[src/rtl/ultra_measure_ctrl.sv]
// rtl/ultra_measure_ctrl.sv - ultrasonic ranging sequencer: trigger, echo timing, cm conversion
// Optional build macro: MEAS_AVG4_EN (strobe the average of every four valid shots).
module ultra_measure_ctrl #(
    parameter int TRIG_CYCLES      = 500,
    parameter int CM_CYCLES        = 2900,
    parameter int ECHO_WAIT_CYCLES = 1_500_000,
    parameter int MAX_CM           = 400,
    parameter int HOLDOFF_CYCLES   = 3_000_000
) (
    input  logic        clk,
    input  logic        rst_n,
    input  logic        start,
    input  logic        echo,
    output logic        trig,
    output logic [15:0] dis,
    output logic        opt,
    output logic        busy,
    output logic        timeout
);

    localparam logic [31:0] TRIG_LAST = 32'(TRIG_CYCLES - 1);
    localparam logic [31:0] WAIT_LAST = 32'(ECHO_WAIT_CYCLES - 1);
    localparam logic [31:0] HOLD_LAST = 32'(HOLDOFF_CYCLES - 1);
    localparam logic [15:0] PRE_LAST  = 16'(CM_CYCLES - 1);
    localparam logic [15:0] CM_LIMIT  = 16'(MAX_CM);

    typedef enum logic [2:0] {
        S_IDLE,
        S_TRIG,
        S_WAIT,
        S_MEAS,
        S_DONE,
        S_HOLD
    } state_t;

    state_t      state, state_nx;
    logic        echo_m, echo_s;
    logic [31:0] cnt, cnt_nx;
    logic [15:0] pre, pre_nx;
    logic [15:0] cm, cm_nx;
    logic        done_go;
    logic [15:0] done_val;
    logic        done_tmo;

`ifdef MEAS_AVG4_EN
    logic [17:0] sum;
    logic [1:0]  shots;
`endif

    always_ff @(posedge clk or negedge rst_n) begin
        if (!rst_n) begin
            echo_m <= 1'b0;
            echo_s <= 1'b0;
        end else begin
            echo_m <= echo;
            echo_s <= echo_m;
        end
    end

    always_ff @(posedge clk or negedge rst_n) begin
        if (!rst_n) begin
            state <= S_IDLE;
            cnt   <= '0;
            pre   <= '0;
            cm    <= '0;
        end else begin
            state <= state_nx;
            cnt   <= cnt_nx;
            pre   <= pre_nx;
            cm    <= cm_nx;
        end
    end

    // done_go marks the edge that enters DONE; the result is registered on that edge
    always_comb begin
        state_nx = state;
        cnt_nx   = cnt + 32'd1;
        pre_nx   = pre;
        cm_nx    = cm;
        done_go  = 1'b0;
        done_val = cm;
        done_tmo = 1'b0;
        case (state)
            S_IDLE: begin
                cnt_nx = '0;
                if (start) state_nx = S_TRIG;
            end
            S_TRIG: begin
                if (cnt == TRIG_LAST) begin
                    state_nx = S_WAIT;
                    cnt_nx   = '0;
                end
            end
            S_WAIT: begin
                if (echo_s) begin
                    state_nx = S_MEAS;
                    cnt_nx   = '0;
                    pre_nx   = '0;
                    cm_nx    = '0;
                end else if (cnt == WAIT_LAST) begin
                    state_nx = S_DONE;
                    cnt_nx   = '0;
                    done_go  = 1'b1;
                    done_val = 16'hFFFF;
                    done_tmo = 1'b1;
                end
            end
            S_MEAS: begin
                cnt_nx = '0;
                if (!echo_s) begin
                    state_nx = S_DONE;
                    done_go  = 1'b1;
                end else if (pre == PRE_LAST) begin
                    pre_nx = '0;
                    cm_nx  = cm + 16'd1;
                    if (cm + 16'd1 == CM_LIMIT) begin
                        state_nx = S_DONE;
                        done_go  = 1'b1;
                        done_val = 16'hFFFF;
                        done_tmo = 1'b1;
                    end
                end else begin
                    pre_nx = pre + 16'd1;
                end
            end
            S_DONE: begin
                cnt_nx   = '0;
                state_nx = S_HOLD;
            end
            S_HOLD: begin
                if (cnt == HOLD_LAST) begin
                    state_nx = S_IDLE;
                    cnt_nx   = '0;
                end
            end
            default: begin
                state_nx = S_IDLE;
                cnt_nx   = '0;
            end
        endcase
    end

    assign trig = (state == S_TRIG);
    assign busy = (state != S_IDLE);

    always_ff @(posedge clk or negedge rst_n) begin
        if (!rst_n) begin
            dis     <= 16'h0000;
            opt     <= 1'b0;
            timeout <= 1'b0;
`ifdef MEAS_AVG4_EN
            sum     <= '0;
            shots   <= '0;
`endif
        end else begin
            opt     <= 1'b0;
            timeout <= 1'b0;
            if (done_go) begin
`ifdef MEAS_AVG4_EN
                // a failed shot flushes the running average and reports at once
                if (done_tmo) begin
                    dis     <= 16'hFFFF;
                    opt     <= 1'b1;
                    timeout <= 1'b1;
                    sum     <= '0;
                    shots   <= '0;
                end else if (shots == 2'd3) begin
                    dis   <= 16'((sum + {2'b00, done_val}) >> 2);
                    opt   <= 1'b1;
                    sum   <= '0;
                    shots <= '0;
                end else begin
                    sum   <= sum + {2'b00, done_val};
                    shots <= shots + 2'd1;
                end
`else
                dis     <= done_val;
                opt     <= 1'b1;
                timeout <= done_tmo;
`endif
            end
        end
    end

endmodule

[config.mk]
export PLATFORM = sky130hd
export DESIGN_NAME = ultra_measure_ctrl
export DESIGN_NICKNAME = d
export VERILOG_FILES = /design/src/rtl/ultra_measure_ctrl.sv
export SDC_FILE = /design/constraint.sdc
export NUM_CORES = 1
export LEC_CHECK = 0
export BUFFER_PORTS_ARGS = -buffer_cell sky130_fd_sc_hd__buf_2
export CAP_MARGIN = 15
export CELL_PAD_IN_SITES_DETAIL_PLACEMENT = 0
export CELL_PAD_IN_SITES_GLOBAL_PLACEMENT = 2
export CORE_UTILIZATION = 25
export DETAILED_ROUTE_END_ITERATION = 7
export PLACE_DENSITY = 0.57
export SETUP_SLACK_MARGIN = 0.4
export SYNTH_ARGS = -nofsm -noshare
export SYNTH_HDL_FRONTEND = slang
export SYNTH_SLANG_ARGS = --single-unit
[constraint.sdc]
create_clock -name clk -period 6.3 [get_ports clk]
set_clock_uncertainty 0.05 [all_clocks]
set_input_delay 0.63 -clock clk [delete_from_list [all_inputs] [get_ports clk]]
set_output_delay 0.63 -clock clk [all_outputs]
set_load 0.03 [all_outputs]
==> results_dict.tcl <==
set metrics [dict create \
    status "finished clean" \
    peakVddDrop_v 0.000137 \
    post_synth.cell_area_avg_um2 9.32 \
    worstPathCellList "nand3_1 -> nor4_2 -> mux2i_1 -> o211ai_2 -> o31ai_4 -> buf_4 -> mux2i_1 -> nand2_1" \
    min_period_over_period_pct 52.8 \
    grt_first_pass_wirelength_um 20600 \
    grt_pass1_vias 3673 \
    htreeDepth 3 \
    reg2reg_to "dis[10]$_DFFE_PN0P_" \
    postCtsSetupBuffers 0 \
    p_total_mw 1.52 \
    core_area_um2 18200 \
    ys_ff_latch 87 \
    worstPathRequired_ps 6480 \
    wire_per_inst_um 16.2 \
    layout_common_cells "dfrtp_1, nor2_1, nand2_1, o21ai_0, nand3_1" \
    min_path_type "in -> async" \
    worstSetupStartpoint "cm[2]$_DFFE_PN0P_" \
    path_delay_family "simple AND/OR/NAND/NOR gates" \
    r2r-start "cm[2]$_DFFE_PN0P_" \
    r2r_slack_ps 2980 \
    antenna_found_initial 0 \
    finalWeightedCongestion 0.766 \
    cpPeakStageDelay_ps 660 \
    routed_wl_um 12200 \
    clockRootBuffer "clkbuf_16" \
    finalSetupViolCount 0 \
    grt_use_met1_pct 18.4 \
    rows 49 \
    endpoint_kind "flip-flop" \
    start_kind "flip-flop" \
    ctsResizeCount 0 \
    drtAntennaViolNets 0 \
    p_leak_nw 2.25 \
    hold_viol 0 \
    cts_max_path_buffers 2 \
    vias 3737 \
    cts_sinks 87 \
    synth_fp_nets 513 \
    io_pins 24 \
    ys.warnings.count 0 \
    cap_violations 0 \
    place_ws_ps 2950 \
    syn-instance-count 506 \
    cts_tree "built" \
    postCtsHoldBufs 0 \
    cpMaxStageDelayCell "o31ai_4" \
    synth_edf_count 0 \
    busiest_layer "met2" \
    grt_util_all_layers_pct 13.5 \
    worst-path-buf-inv 1 \
    async_flop_share_pct 100 \
    cp_max_fo 10 \
    pwr_density_cell_nw_per_um2 285 \
    period_needed_ps 3320 \
    die_area_um2 19400 \
    worst_hold_slack_ps 148 \
    routed_via_density 4.98 \
    maxSlewViolCount 0 \
    grt_max_degree 61 \
    drt_pass1_iterations 4 \
    layout-drive-gt1-share_pct 10.2 \
    final_nets 526 \
    critical_path_class "reg -> reg" \
    portBuffers 23 \
    drc_errors 0 \
    drt_iter0_markers 178 \
    clock_latency_ps 350 \
    yosysSeqAreaShare_pct 46.1 \
    layout_commonest_cell "dfrtp_1" \
    slew-limit-headroom_pct 38.7 \
    setup_slack_ps 2980 \
    rr_worst_depth 8 \
    overflow 0 \
    diodes 0 \
    rsz0062_at_grt "no" \
    crit_top_cell "mux2i_1" \
    dpl.hpwl_um 8220 \
    yosysUniqueCellTypes 56 \
    die-width_um 139 \
    start_util_pct 25.9 \
    die_h_um 139 \
    areaGrowthSynthToFinish_pct 12.6 \
    ys.flop_type "dfrtp_1" \
    setup_tns_ps 0 \
    worst_pin_slew_ps 911 \
    clk_pin_slew_ps 70 \
    clock.fmax_mhz 301 \
    cts_buffers 9 \
    grtUsageMet2_pct 21.4 \
    arrival_ps 3500 \
    use_met3_pct 2.51 \
    netlist_area_um2 4720 \
]
[stage by stage]
stage | instances | utilization (%) | cell area (um^2)
6_report | 751 | 29.2 | 5320
5_1_grt | 751 | 29.2 | 5320
4_1_cts | 751 | 29.2 | 5320
3_5_place_dp | 737 | 27.5 | 5010
3_3_place_gp | 737 | 27.5 | 5010
2_1_floorplan | 506 | - | 4720
[kinds of logic (layout without fill, tap and decap cells)]
logic type	count (synthesis)	in the layout	share of synthesized area, %
AOI/OAI and AO/OA	80	80	11.0
xor gates and xnor gates	39	39	7.24
adders and majority gates	3	3	0.796
buffers and inverters	31	47	3.69
DFF	87	87	46.1
muxes	19	19	4.06
and+or+nand+nor	247	247	27.1
[cells in the mapped netlist (4+ instances only)]
| master | n | share of area [%] |
|---|---|---|
| o41ai_1 | 4 | 0.74 |
| clkbuf_1 | 11 | 0.88 |
| nor2b_1 | 5 | 0.66 |
| and2_1 | 11 | 1.5 |
| buf_4 | 5 | 0.80 |
| a31oi_1 | 5 | 0.66 |
| nor2_1 | 59 | 4.7 |
| o31ai_1 | 8 | 1.3 |
| a21oi_1 | 5 | 0.53 |
| dfrtp_1 | 87 | 46 |
| nand3_1 | 27 | 2.9 |
| xor2_1 | 24 | 4.5 |
| o21ai_0 | 42 | 4.5 |
| or3_1 | 4 | 0.53 |
| inv_1 | 5 | 0.40 |
| nor3_1 | 14 | 1.5 |
| nand2_1 | 58 | 4.6 |
| nand4_1 | 20 | 2.7 |
| xnor2_1 | 15 | 2.8 |
| and3_1 | 12 | 1.6 |
| mux2i_1 | 18 | 3.8 |
| nor4_1 | 9 | 1.2 |
| buf_2 | 6 | 0.64 |
[flip-flops by register name, summed over array words and instances (netlist names)]
name / cells
cnt: 32
cm: 16
dis: 16
pre: 16
state: 3
echo_m: 1
echo_s: 1
opt: 1
timeout: 1
[area by class of cell]
class | instances | area [um^2]
fillers | 1946 | 12900
multi-input cells | 388 | 2380
flip-flops and latches | 87 | 2180
well taps | 229 | 287
clock buffers | 10 | 229
repair buffers | 28 | 155
clock inverters | 4 | 72.6
inverters | 5 | 18.8
[how the worst max path moves through the flow]
stage	slack, ps	to	depth (start not counted)
after floorplan	3750	dis[8]$_DFFE_PN0P_	10
after global placement	3070	dis[12]$_DFFE_PN0P_	8
after detailed placement	2950	dis[10]$_DFFE_PN0P_	8
after CTS	2930	dis[10]$_DFFE_PN0P_	8
after global routing	2690	dis[14]$_DFFE_PN0P_	8
final	2980	dis[10]$_DFFE_PN0P_	8
[layer usage]
layer  wire length, um  share of wire, %
met4               179               1.5
met1              6130                50
met2              5570                46
met3               269               2.2
met5                 0                 0
[worst reg2reg max path, stage by stage, from the launching register on]
cell and delay, ps:
dfrtp_1 490, nand3_1 270, nor4_2 550, mux2i_1 380, o211ai_2 190, o31ai_4 660
buf_4 330, mux2i_1 200, nand2_1 70
[power by group]
group / switching [mW] / total (mW) / internal (mW)
logic: 0.221 / 0.316 / 0.0950
clock network: 0.222 / 0.564 / 0.343
registers: 0.0459 / 0.637 / 0.591
total: 0.488 / 1.52 / 1.03
Note: power is estimated with default switching activity, not from simulation.
